--- src/rtl/bit_serializer.sv ---
// bit_serializer: parallel-to-serial front end for the serial sequence detector.
// Accepts a WIDTH-bit word on a valid/ready handshake and shifts it out on
// dout one bit per clock, holding IDLE_LEVEL between frames, with an optional
// GAP_CYCLES idle gap after each frame.
// Optional feature macro: SER_PARITY_EN appends an even-parity bit to each frame.
module bit_serializer #(
   parameter int unsigned WIDTH      = 8,
   parameter bit          MSB_FIRST  = 1'b1,
   parameter logic        IDLE_LEVEL = 1'b1,
   parameter int unsigned GAP_CYCLES = 0
) (
   input  logic             clk,
   input  logic             rst,
   input  logic [WIDTH-1:0] data_in,
   input  logic             load_valid,
   output logic             load_ready,
   output logic             dout,
   output logic             dout_valid,
   output logic             done
);

   localparam int unsigned CW = $clog2(WIDTH + 2);
   localparam int unsigned GW = $clog2(GAP_CYCLES + 2);
`ifdef SER_PARITY_EN
   localparam int unsigned FRAME_LEN = WIDTH + 1;
   localparam logic [CW-1:0] PAR_IDX = CW'(WIDTH - 1);
`else
   localparam int unsigned FRAME_LEN = WIDTH;
`endif
   localparam logic [CW-1:0] LAST_IDX = CW'(FRAME_LEN - 1);
   localparam int unsigned   GAP_LAST = (GAP_CYCLES > 0) ? GAP_CYCLES - 1 : 0;
   localparam logic [GW-1:0] GAP_END  = GW'(GAP_LAST);

   typedef enum logic [1:0] {
      IDLE  = 2'd0,
      SHIFT = 2'd1,
      GAP   = 2'd2
   } state_t;

   state_t           state, state_n;
   logic [WIDTH-1:0] shreg, shreg_n;
   logic [CW-1:0]    cnt, cnt_n;
   logic [GW-1:0]    gcnt, gcnt_n;
   logic             dout_n, dout_valid_n, done_n;
   logic             accept;
`ifdef SER_PARITY_EN
   logic             par, par_n;
`endif

   // Ready comes only from state and counter; the last-bit window opens only without a gap.
   assign load_ready = (state == IDLE) ||
                       ((GAP_CYCLES == 0) && (state == SHIFT) && (cnt == LAST_IDX));
   assign accept = load_valid && load_ready;

   // State and output registers; reset aborts any frame in flight.
   always_ff @(posedge clk) begin
      if (rst) begin
         state      <= IDLE;
         shreg      <= '0;
         cnt        <= '0;
         gcnt       <= '0;
         dout       <= IDLE_LEVEL;
         dout_valid <= 1'b0;
         done       <= 1'b0;
`ifdef SER_PARITY_EN
         par        <= 1'b0;
`endif
      end else begin
         state      <= state_n;
         shreg      <= shreg_n;
         cnt        <= cnt_n;
         gcnt       <= gcnt_n;
         dout       <= dout_n;
         dout_valid <= dout_valid_n;
         done       <= done_n;
`ifdef SER_PARITY_EN
         par        <= par_n;
`endif
      end
   end

   // Next-state and next-output decode. On accept the first bit is registered
   // straight from data_in, and shreg keeps the remaining bits head-aligned.
   always_comb begin
      state_n      = state;
      shreg_n      = shreg;
      cnt_n        = cnt;
      gcnt_n       = gcnt;
      dout_n       = IDLE_LEVEL;
      dout_valid_n = 1'b0;
      done_n       = 1'b0;
`ifdef SER_PARITY_EN
      par_n        = par;
`endif
      case (state)
         IDLE: begin
            if (accept) begin
               state_n      = SHIFT;
               cnt_n        = '0;
               dout_n       = MSB_FIRST ? data_in[WIDTH-1] : data_in[0];
               dout_valid_n = 1'b1;
               shreg_n      = MSB_FIRST ? {data_in[WIDTH-2:0], 1'b0} : {1'b0, data_in[WIDTH-1:1]};
`ifdef SER_PARITY_EN
               par_n        = ^data_in;
`endif
            end
         end
         SHIFT: begin
            if (cnt == LAST_IDX) begin
               cnt_n = '0;
               if (accept) begin
                  state_n      = SHIFT;
                  dout_n       = MSB_FIRST ? data_in[WIDTH-1] : data_in[0];
                  dout_valid_n = 1'b1;
                  shreg_n      = MSB_FIRST ? {data_in[WIDTH-2:0], 1'b0} : {1'b0, data_in[WIDTH-1:1]};
`ifdef SER_PARITY_EN
                  par_n        = ^data_in;
`endif
               end else if (GAP_CYCLES > 0) begin
                  state_n = GAP;
                  gcnt_n  = '0;
               end else begin
                  state_n = IDLE;
               end
            end else begin
               cnt_n        = cnt + CW'(1);
               dout_valid_n = 1'b1;
               done_n       = ((cnt + CW'(1)) == LAST_IDX);
               dout_n       = MSB_FIRST ? shreg[WIDTH-1] : shreg[0];
`ifdef SER_PARITY_EN
               if (cnt == PAR_IDX) dout_n = par;
`endif
               shreg_n      = MSB_FIRST ? {shreg[WIDTH-2:0], 1'b0} : {1'b0, shreg[WIDTH-1:1]};
            end
         end
         GAP: begin
            if (gcnt == GAP_END) begin
               state_n = IDLE;
               gcnt_n  = '0;
            end else begin
               gcnt_n = gcnt + GW'(1);
            end
         end
         default: state_n = IDLE;
      endcase
   end

endmodule

--- config.mk ---
export PLATFORM = sky130hd
export DESIGN_NAME = bit_serializer
export DESIGN_NICKNAME = d
export VERILOG_FILES = /design/src/rtl/bit_serializer.sv
export SDC_FILE = /design/constraint.sdc
export NUM_CORES = 1
export LEC_CHECK = 0
export ABC_AREA = 1
export BUFFER_PORTS_ARGS = -buffer_cell sky130_fd_sc_hd__buf_2
export CAP_MARGIN = 15
export CORE_MARGIN = 4
export CORE_UTILIZATION = 40
export DETAILED_ROUTE_END_ITERATION = 10
export PLACE_DENSITY_LB_ADDON = 0.05
export SYNTH_ARGS = -nofsm -noshare
export SYNTH_HDL_FRONTEND = slang
export SYNTH_SLANG_ARGS = --single-unit
export TNS_END_PERCENT = 20
--- constraint.sdc ---
create_clock -name clk -period 1.61 [get_ports clk]
set_input_delay 0.161 -clock clk [delete_from_list [all_inputs] [get_ports clk]]
set_output_delay 0.161 -clock clk [all_outputs]
set_load 0.05 [all_outputs]
==> impl_metrics.tcl <==
set metrics [dict create \
    run_status "completed" \
    max_stage_delay_ns 0.37 \
    floorplan.die_area_um2 2740 \
    criticalPathCategory "reg2out" \
    postPlaceCellArea_um2 860 \
    yosys.area.top_type_share 0.408 \
    viasPerCell 4.65 \
    fraction_of_power_spent_switching_nets 0.274 \
    worstPathRequired_ns 1.45 \
    wl_per_cell_um 11.4 \
    proportion_of_power_drawn_by_flip_flops_and_latches 0.515 \
    worst_path_max_delay_cell "sky130_fd_sc_hd__dfxtp_1" \
    antenna_cells_inserted 0 \
    row_count 15 \
    pin_count 15 \
    clock-root-buffer "sky130_fd_sc_hd__clkbuf_4" \
    cp-start-kind "flop" \
    grtUsageTotal 0.147 \
    detailedPlacementHpwl_mm 1.21 \
    layout.area.seq_um2 322 \
    synth.lib_cells_used.distinct 20 \
    synth_sequential_area_ratio 0.408 \
    yosysWarnings 0 \
    synth_top_cell_by_area "sky130_fd_sc_hd__dfxtp_1" \
    crit_path_cell_trace "ha_2 > nand3_2 > nand2_8 > buf_6" \
    synthesis.area_per_instance_um2 7.94 \
    final.setup.worst_slack_ns 0.0943 \
    post-place-cells 136 \
    synth_ff_type "sky130_fd_sc_hd__dfxtp_1" \
    global_route_wire_length_before_repair_mm 2.88 \
    cell_leakage_power_nw 0.479 \
    fin_nets 134 \
    timing.final.crit_share 0.941 \
    htree_levels 1 \
    post_synth_most_frequent_cells "20 x sky130_fd_sc_hd__nand2_1, 16 x sky130_fd_sc_hd__dfxtp_1, 13 x sky130_fd_sc_hd__inv_1" \
    postRouteWirelength_mm 1.66 \
    cp_top_family "flip-flops" \
    synth_top_cells_by_area "sky130_fd_sc_hd__dfxtp_1 41%, sky130_fd_sc_hd__nand3_2 13%, sky130_fd_sc_hd__nand2_1 9.6%, sky130_fd_sc_hd__nand3_1 7.0%, sky130_fd_sc_hd__inv_1 6.2%" \
    p_int_mw 0.611 \
    start_util 0.436 \
    globalplace.congestion 0.773 \
    dpl_worst_slack_ns 0.213 \
    floorplan.die.height_um 52.3 \
    drt.antenna.violating_nets 0 \
    synth_most_common_cell "sky130_fd_sc_hd__nand2_1" \
    die_w_um 52.3 \
    syn_inst 99 \
    violation_count_after_the_first_detailed_route_iteration 13 \
    cp-end-kind "output port" \
    hold_depth 3 \
    cp.buffers_inverters 1 \
    holdWs_ns 0.0898 \
    worst_slew_pin_slew_ns 0.340 \
    detailroute.via_count 674 \
    ys_seq_elements 16 \
    place.port_buffers 14 \
    grt_overflow 0 \
    cts_made_buffers 3 \
    critical_path_peak_fanout 11 \
    timing.final.setup_violations 0 \
    stages_on_worst_setup_path 4 \
    max_slew_margin 0.773 \
    drt_first_pass_iters 4 \
    cts_tree "yes" \
    drc 0 \
    areaGrowthSynthToFinish_pct 21.2 \
    clock-skew-final_ns 0.00333 \
    synth_async_sr_flop_share 0 \
    maxCapViolCount 0 \
    clkSinkCount 16 \
    irDropWorstVdd_v 0.000539 \
    synth.cell_area_um2 786 \
    timing.final.crit_period_ns 1.52 \
    clkPwrFrac 0.318 \
    synth_edf_count 0 \
    worst_skew_pair.late_latency_ns 0.29 \
    multiInputGateArea_um2 385 \
    grt_pass1_vias 644 \
    comb_power_share 0.167 \
    syn-num-nets 112 \
    drive_above_1_share 0.333 \
    antenna_found_initial 0 \
    timing.final.max_slew_violations 0 \
    rr_worst_depth 7 \
    p_sw_mw 0.230 \
    power.density_nw_per_um2 883 \
    clkTransAtPathRegs_ns 0.09 \
    largest_net_degree_at_the_start_of_global_routing 18 \
    cts_buffer_depth 2 \
    stdcell_area_um2 952 \
    post_layout_nonfiller_instances 145 \
    achievable-frequency_mhz 660 \
    placeableCoreArea_um2 1800 \
    number_of_inserted_filler_cells_in_the_final_layout 197 \
    cp_data_arrival_time_ns 1.35 \
    hold_violations 0 \
    timing.hold.worst.class "in2reg" \
]
==> final timing paths <==
path | startpoint | to | slack (ns)
worst max-delay path | cnt[0]$_SDFFE_PP0P_ | load_ready | 0.09
worst min-delay path | data_in[7] | dout$_SDFF_PP1_ | 0.09
worst min register to register | shreg[0]$_SDFF_PP0_ | shreg[0]$_SDFF_PP0_ | 0.45
worst max register to register | cnt[0]$_SDFFE_PP0P_ | shreg[3]$_SDFF_PP0_ | 0.22
==> timing repair <==
| item | in CTS | in global routing |
|---|---|---|
| pin swaps | 0 | 1 |
| gates resized for setup | 3 | 2 |
| buffers inserted | 0 | 5 |
| setup endpoints to repair | 1 | 1 |
| hold buffers | 0 | 0 |
==> placed cells by master, fill, tap and decap left out, drive strengths merged <==
master | Yosys | layout
or2 | 1 | 1
clkbuf | 0 | 4
o21bai | 1 | 1
nor2 | 7 | 7
o22ai | 1 | 1
buf | 3 | 20
nand3 | 21 | 21
o21ai | 3 | 3
dfxtp | 16 | 16
nand2 | 21 | 21
a21oi | 5 | 5
inv | 15 | 15
xor2 | 1 | 1
ha | 2 | 2
nor3 | 2 | 2
==> per-layer routing <==
layer | vias up | GRT usage | share of wire | wire (um)
li1 | 361 | - | - | -
met1 | 296 | 0.190 | 0.48 | 801
met2 | 15 | 0.215 | 0.45 | 752
met3 | 2 | 0.0627 | 0.051 | 85
met4 | 0 | 0.0511 | 0.010 | 17
met5 | - | 0 | 0 | 0
==> worst register-to-register path, cell delays in order (launching register included) <==
cell,delay [ns]
sky130_fd_sc_hd__dfxtp_1,0.37
sky130_fd_sc_hd__ha_2,0.22
sky130_fd_sc_hd__nand3_2,0.16
sky130_fd_sc_hd__nand2_8,0.15
sky130_fd_sc_hd__buf_4,0.15
sky130_fd_sc_hd__nand2_1,0.09
sky130_fd_sc_hd__nor2_1,0.11
sky130_fd_sc_hd__nor2_1,0.05
==> flip-flops by register name (all words and copies together) (netlist names) <==
name and flops:
dout_valid 1, shreg 8, state 1, done 1
dout 1, cnt 4
==> final cells by class <==
type                            count  share of cell area
Clock buffer                        4              0.0381
Inverter                           15              0.0591
Multi-Input combinational cell     65               0.405
Sequential cell                    16               0.338
Tap cell                           25              0.0329
Timing Repair Buffer               20               0.127
==> kinds of logic (layout without fill, tap and decap cells) <==
| kind of cell | Yosys count | in the layout | synth area share |
|---|---|---|---|
| compound gates | 10 | 10 | 0.0685 |
| xor+xnor | 1 | 1 | 0.0111 |
| fa+ha+maj | 2 | 2 | 0.0318 |
| buf+inv | 18 | 39 | 0.116 |
| flops | 16 | 16 | 0.408 |
| simple gates | 52 | 52 | 0.365 |
==> power groups by stage <==
stage	clock network [mW]	logic (mW)	registers [mW]
finish	0.268	0.140	0.433
CTS	0.278	0.129	0.433
floorplan	0	0.0865	0.451
detailed placement	0	0.124	0.441
global route	0.300	0.159	0.436
global placement	0	0.125	0.440
==> per-stage QoR <==
step                utilization  total power [mW]  TNS [ns]
floorplan                     -             0.537         0
global placement          0.477             0.565         0
detailed placement        0.477             0.565         0
CTS                       0.506             0.840         0
global route              0.528             0.895  -0.00683
finish                    0.528             0.841         0
Power figures use the tool's default switching activity.
